[config.mk]
export PLATFORM = sky130hd
export DESIGN_NAME = clock_gate_seq
export DESIGN_NICKNAME = d
export VERILOG_FILES = /design/src/rtl/clock_gate_pkg.sv /design/src/rtl/clock_edge_sync.sv /design/src/rtl/clock_gate_seq.sv
export SDC_FILE = /design/constraint.sdc
export NUM_CORES = 1
export LEC_CHECK = 0
export ABC_CLOCK_PERIOD_IN_PS = 1700
export BUFFER_PORTS_ARGS = -buffer_cell sky130_fd_sc_hd__buf_4
export CORE_ASPECT_RATIO = 0.75
export CORE_UTILIZATION = 51
export CTS_BUF_LIST = sky130_fd_sc_hd__clkbuf_16
export DETAILED_ROUTE_END_ITERATION = 10
export PLACE_DENSITY = 0.83
export SLEW_MARGIN = 10
export SYNTH_ARGS = -nofsm -noshare
export SYNTH_HDL_FRONTEND = slang
export SYNTH_HIERARCHICAL = 1
export SYNTH_SLANG_ARGS = --single-unit
export TNS_END_PERCENT = 50
[constraint.sdc]
create_clock -name clock -period 1.7 [get_ports clock]
set_clock_uncertainty 0.2 [all_clocks]
set_input_delay 0.17 -clock clock [delete_from_list [all_inputs] [get_ports clock]]
set_output_delay 0.17 -clock clock [all_outputs]
set_load 0.02 [all_outputs]
[src/rtl/clock_gate_pkg.sv]
// Shared definitions for the clock gate sequencer.
//   - 3-bit state encodings for the sequencing FSM
//   - width helpers for the edge, hold and timeout counters
package clock_gate_pkg;

  typedef logic [2:0] cg_state_t;

  localparam cg_state_t ST_OFF   = 3'd0;
  localparam cg_state_t ST_WAKE  = 3'd1;
  localparam cg_state_t ST_ON    = 3'd2;
  localparam cg_state_t ST_HOLD  = 3'd3;
  localparam cg_state_t ST_FAULT = 3'd4;

  // Bits needed to hold 0..max_val.
  function automatic int cnt_w(input int max_val);
    return (max_val < 1) ? 1 : $clog2(max_val + 1);
  endfunction

  function automatic int edge_cnt_w(input int wake_edges);
    return cnt_w(wake_edges);
  endfunction

  function automatic int hold_cnt_w(input int hold_cycles);
    return cnt_w(hold_cycles);
  endfunction

  function automatic int to_cnt_w(input int timeout);
    return cnt_w(timeout);
  endfunction

endpackage

[src/rtl/clock_edge_sync.sv]
// Brings an asynchronous clock-as-data signal into the `clock` domain and
// flags its rising edges.
//   clock  : always-on sampling clock
//   reset  : async active-low reset
//   sig_in : asynchronous input (gated target clock)
//   rise   : one-cycle pulse per synchronized rising edge (2-3 cycle latency)
module clock_edge_sync (
  input  logic clock,
  input  logic reset,
  input  logic sig_in,
  output logic rise
);

  logic sync1, sync2, sync3;

  always_ff @(posedge clock or negedge reset) begin
    if (!reset) begin
      sync1 <= 1'b0;
      sync2 <= 1'b0;
      sync3 <= 1'b0;
    end else begin
      sync1 <= sig_in;
      sync2 <= sync1;
      sync3 <= sync2;
    end
  end

  // sync3 is only a delayed copy of the settled sync2 for edge detect.
  assign rise = sync2 & ~sync3;

endmodule

[src/rtl/clock_gate_seq.sv]
// Sequences the ICG enable of one gated clock domain for NREQ requesters.
// The gated clock is confirmed running (WAKE_EDGES synchronized rising edges)
// before any grant; after the last request drops the clock is held on for
// HOLD_CYCLES idle cycles. A wake that never sees the clock start ends in
// FAULT until err_clr.
//   clock       : always-on clock
//   reset       : async active-low reset
//   req         : per-requester level request
//   ack         : per-requester grant (req gated by ON/HOLD)
//   tgt_clk_sig : gated target clock as data, asynchronous
//   clk_en      : registered ICG enable
//   busy        : WAKE or HOLD
//   timeout_err : FAULT
//   err_clr     : pulse clearing FAULT
module clock_gate_seq
  import clock_gate_pkg::*;
#(
  parameter int NREQ        = 4,
  parameter int WAKE_EDGES  = 4,
  parameter int HOLD_CYCLES = 16,
  parameter int TIMEOUT     = 64
) (
  input  logic            clock,
  input  logic            reset,
  input  logic [NREQ-1:0] req,
  output logic [NREQ-1:0] ack,
  input  logic            tgt_clk_sig,
  output logic            clk_en,
  output logic            busy,
  output logic            timeout_err,
  input  logic            err_clr
);

  localparam int EW = edge_cnt_w(WAKE_EDGES);
  localparam int HW = hold_cnt_w(HOLD_CYCLES);
  localparam int TW = to_cnt_w(TIMEOUT);

  localparam logic [EW-1:0] EDGE_LAST = EW'(WAKE_EDGES - 1);
  localparam logic [HW-1:0] HOLD_LOAD = HW'(HOLD_CYCLES - 1);
  localparam logic [TW-1:0] TO_LAST   = TW'(TIMEOUT - 1);

  cg_state_t     state, state_nxt;
  logic [EW-1:0] edge_cnt;
  logic [HW-1:0] hold_cnt;
  logic [TW-1:0] to_cnt;
  logic          tgt_rise;
  logic          any_req;

  assign any_req = |req;

  clock_edge_sync u_sync (
    .clock  (clock),
    .reset  (reset),
    .sig_in (tgt_clk_sig),
    .rise   (tgt_rise)
  );

  always_comb begin
    state_nxt = state;
    case (state)
      ST_OFF:   if (any_req) state_nxt = ST_WAKE;
      // Final edge wins over timeout when both land in the same cycle.
      ST_WAKE:  if (tgt_rise && edge_cnt == EDGE_LAST) state_nxt = ST_ON;
                else if (to_cnt == TO_LAST)            state_nxt = ST_FAULT;
      ST_ON:    if (!any_req) state_nxt = ST_HOLD;
      ST_HOLD:  if (any_req)             state_nxt = ST_ON;
                else if (hold_cnt == '0) state_nxt = ST_OFF;
      ST_FAULT: if (err_clr) state_nxt = ST_OFF;
      default:  state_nxt = ST_OFF;
    endcase
  end

  always_ff @(posedge clock or negedge reset) begin
    if (!reset) begin
      state    <= ST_OFF;
      clk_en   <= 1'b0;
      edge_cnt <= '0;
      hold_cnt <= '0;
      to_cnt   <= '0;
    end else begin
      state  <= state_nxt;
      // Enable follows the next state so it changes together with the state.
      clk_en <= (state_nxt == ST_WAKE) || (state_nxt == ST_ON) ||
                (state_nxt == ST_HOLD);
      case (state)
        // WAKE is only entered from OFF, so clearing here restarts each wake.
        ST_OFF: begin
          edge_cnt <= '0;
          to_cnt   <= '0;
        end
        ST_WAKE: begin
          if (to_cnt != TO_LAST) to_cnt <= to_cnt + 1'b1;
          if (tgt_rise && edge_cnt != EDGE_LAST) edge_cnt <= edge_cnt + 1'b1;
        end
        // Reloaded every ON cycle so HOLD always starts from a full window.
        ST_ON:   hold_cnt <= HOLD_LOAD;
        ST_HOLD: if (!any_req && hold_cnt != '0) hold_cnt <= hold_cnt - 1'b1;
        default: ;
      endcase
    end
  end

  assign ack         = (state == ST_ON || state == ST_HOLD) ? req : '0;
  assign busy        = (state == ST_WAKE) || (state == ST_HOLD);
  assign timeout_err = (state == ST_FAULT);

endmodule

==> metrics <==
Design Area, Final=1780 um^2; Avg Vias per Cell=5.98; Initial DRC Count=64; Worst R2R Setup Slack=-150 ps; clock tree sinks=22; area after detailed placement=1530 um^2; Detail Route Antenna Nets=0; die width=58.5 um; FF+latch count, synth=22; starting density of the core=57.6%; Clock Tree Buf Depth=2; Crit. End Element=register; row cnt=14; RSZ-0062 raised after global routing=yes; Max-slew headroom=70.7%; die area=2590 um^2; kind of critical path=register to register; Final Hold Viols=0; Max-Cap Viols=0; Worst setup SP type=register; PD cells=609 nW/um^2; Pleak=0.789 nW; Required @ worst endpoint=1640 ps; # H-tree levels=1; Hold WC Path Type=input pin to register; PortBufs=14; Slew Limit Fails=0; Critical Path Fanout Max=3; 1st-pass router iterations=4; period utilization=109%; clock-pin slew on the worst setup and hold paths=60 ps; status=complete, but fails checks; Layout Cells excl Fill=201; Worst-Margin Slew=438 ps; Crit path largest cell delay=390 ps; maximum VDD drop=0.000840 V; Netlist cell types=38; Cell Area, Synth=1220 um^2; setup TNS=-648 ps; CTS root buf=clkbuf_16; Setup WS post-layout=-152 ps; Syn. warnings=6; n_diodes=0; Final min period=1850 ps; critical path launch point=hold_cnt[0]; CTS tree=done; worst r2r path cells=6; Fillers=110; total placed cells including tap cells=190; Die H=44.4 um; worst path arrival time=1790 ps; Congestion Overflow GR=0; fmax=0.540 GHz; global-route wire length before repair=5.37 mm; Overall Power=0.00108 W; vias in the first global route=1,215; # IOs=15; FF-to-FF End=hold_cnt[4]; final setup vio count=11; Area Overhead vs Synth=45.9%; critical path's slowest cell=dfrtp_1; DR DRC count=0; Total Wirelength=3.64 mm; Vias=1,201; failing checks=negative setup slack; TritonCTS buffer count=3; worst slack, placed=-188 ps; worst setup path endpoint=hold_cnt[4]; HPWL Detailed=2.20 mm; later-pin clock latency in the skew report=250 ps; Final nets=184; Post-Synthesis Net Count=141; proportion of layout cells with a drive suffix above 1=45.0%; initial antenna violation count=0; largest net degree at the start of global routing=23; GP Congestion=0.838; sequential area share after synthesis=45.1%; Synth Instances=128; wire per inst=18.1 um; RR Startpoint=hold_cnt[0]; Synth Area per Inst=9.53 um^2; GRT Util Overall=28.7%; cells along the critical path=inv_2, ha_2, nand2b_1, nor4_2, mux2_1, a22o_1; core area=2120 um^2
[Yosys cell counts (all sizes together)]
master / n / share of area (%)
a22o: 4 / 2.9
o21bai: 1 / 0.62
o211ai: 1 / 0.62
buf: 1 / 0.41
nor4: 1 / 1.0
dfrtp: 22 / 45
ha: 5 / 5.1
nand3: 5 / 2.1
xor2: 2 / 1.4
inv: 6 / 1.8
nand2: 9 / 2.8
nand2b: 3 / 1.5
nor4bb: 1 / 0.82
mux2i: 3 / 2.5
nand4: 1 / 0.51
or3: 3 / 1.5
nor3: 3 / 1.2
a211o: 1 / 0.82
and2: 5 / 2.7
and3: 1 / 0.51
a41o: 1 / 0.82
a21boi: 1 / 0.62
clkbuf: 6 / 1.8
a31oi: 2 / 1.0
nor4b: 1 / 1.2
nor2b: 3 / 2.2
or4: 1 / 0.62
nor2: 10 / 3.1
nand3b: 2 / 1.2
a22oi: 2 / 1.2
mux2: 1 / 0.92
or2: 3 / 1.5
a21oi: 4 / 1.6
o21ai: 10 / 4.1
nor3b: 2 / 1.2
o221ai: 1 / 0.72
[placed cells by master (no fill, tap or decap), drive strengths merged, types with 4 or more instances in the layout]
cell and n:
inv 6, ha 5, a21oi 4, nand2 9
and2 5, o21ai 10, nor2 10, dfrtp 22
nand3 5, buf 43, a22o 4
[critical path: cells and delay by family (launching register included)]
family | cells | cell delay, ps
adders and majority gates | 1 | 220
and+or+nand+nor | 2 | 300
AOI/OAI and AO/OA | 1 | 180
buffers and inverters | 1 | 100
DFF | 1 | 390
muxes | 1 | 360
[registers in the layout, indices dropped and copies added, names as in the netlist]
name,cells
clk_en,1
edge_cnt,3
hold_cnt,5
state,3
to_cnt,7
u_sync/sync1,1
u_sync/sync2,1
u_sync/sync3,1
[cell type report]
class / count / area [um^2] / share of cell area (%)
inverter: 6 / 22.5 / 1.26
timing repair buffer: 45 / 350 / 19.7
sequential: 22 / 551 / 30.9
clock buffer: 3 / 75.1 / 4.22
tap: 32 / 40.0 / 2.25
multi-input combinational: 93 / 742 / 41.7
[how the worst min path moves through the flow]
stage,start,end,slack [ps],cells after the start
after floorplan,reset,clk_en,-330,0
after detailed placement,reset,u_sync/sync2,-130,1
after global routing,err_clr,state[2],70,4
final,err_clr,state[2],80,4
after global placement,reset,u_sync/sync2,-130,1
after CTS,err_clr,state[2],20,4
[kinds of logic after synthesis]
logic type / after synthesis / share of synthesized area (%)
AOI/OAI and AO/OA: 28 / 15.1
xor gates and xnor gates: 2 / 1.44
adders and majority gates: 5 / 5.13
buffers and inverters: 13 / 4.10
DFF: 22 / 45.1
muxes: 4 / 3.38
and+or+nand+nor: 54 / 25.7
[routing by layer]
metal  share of wire, %  GRT usage (%)  vias up
met1                 37           30.8      582
li1                   -              -      538
met4                4.0           11.4        0
met5                  0              0        -
met2                 51           53.3       64
met3                7.5           8.77       17
[report_power, final]
part | switching [W] | internal (W)
combinational | 0.0000361 | 0.0000363
sequential | 0.00000315 | 0.000528
clock | 0.000170 | 0.000310
[through the flow]
stage | hold slack [ps] | utilization [%]
floorplan | -326 | -
global placement | -130 | 72.3
detailed placement | -126 | 72.3
CTS | 18.0 | 78.7
global route | 69.8 | 84.0
finish | 82.2 | 84.0
[timing repair]
item	in CTS	in global routing
gates resized for setup	10	21
setup endpoints to repair	13	21
setup buffers	3	5
hold buffers	2	0
pin swaps	7	7
endpoints found under the hold margin	23	0
No activity file was read; power rests on OpenSTA's default activity.
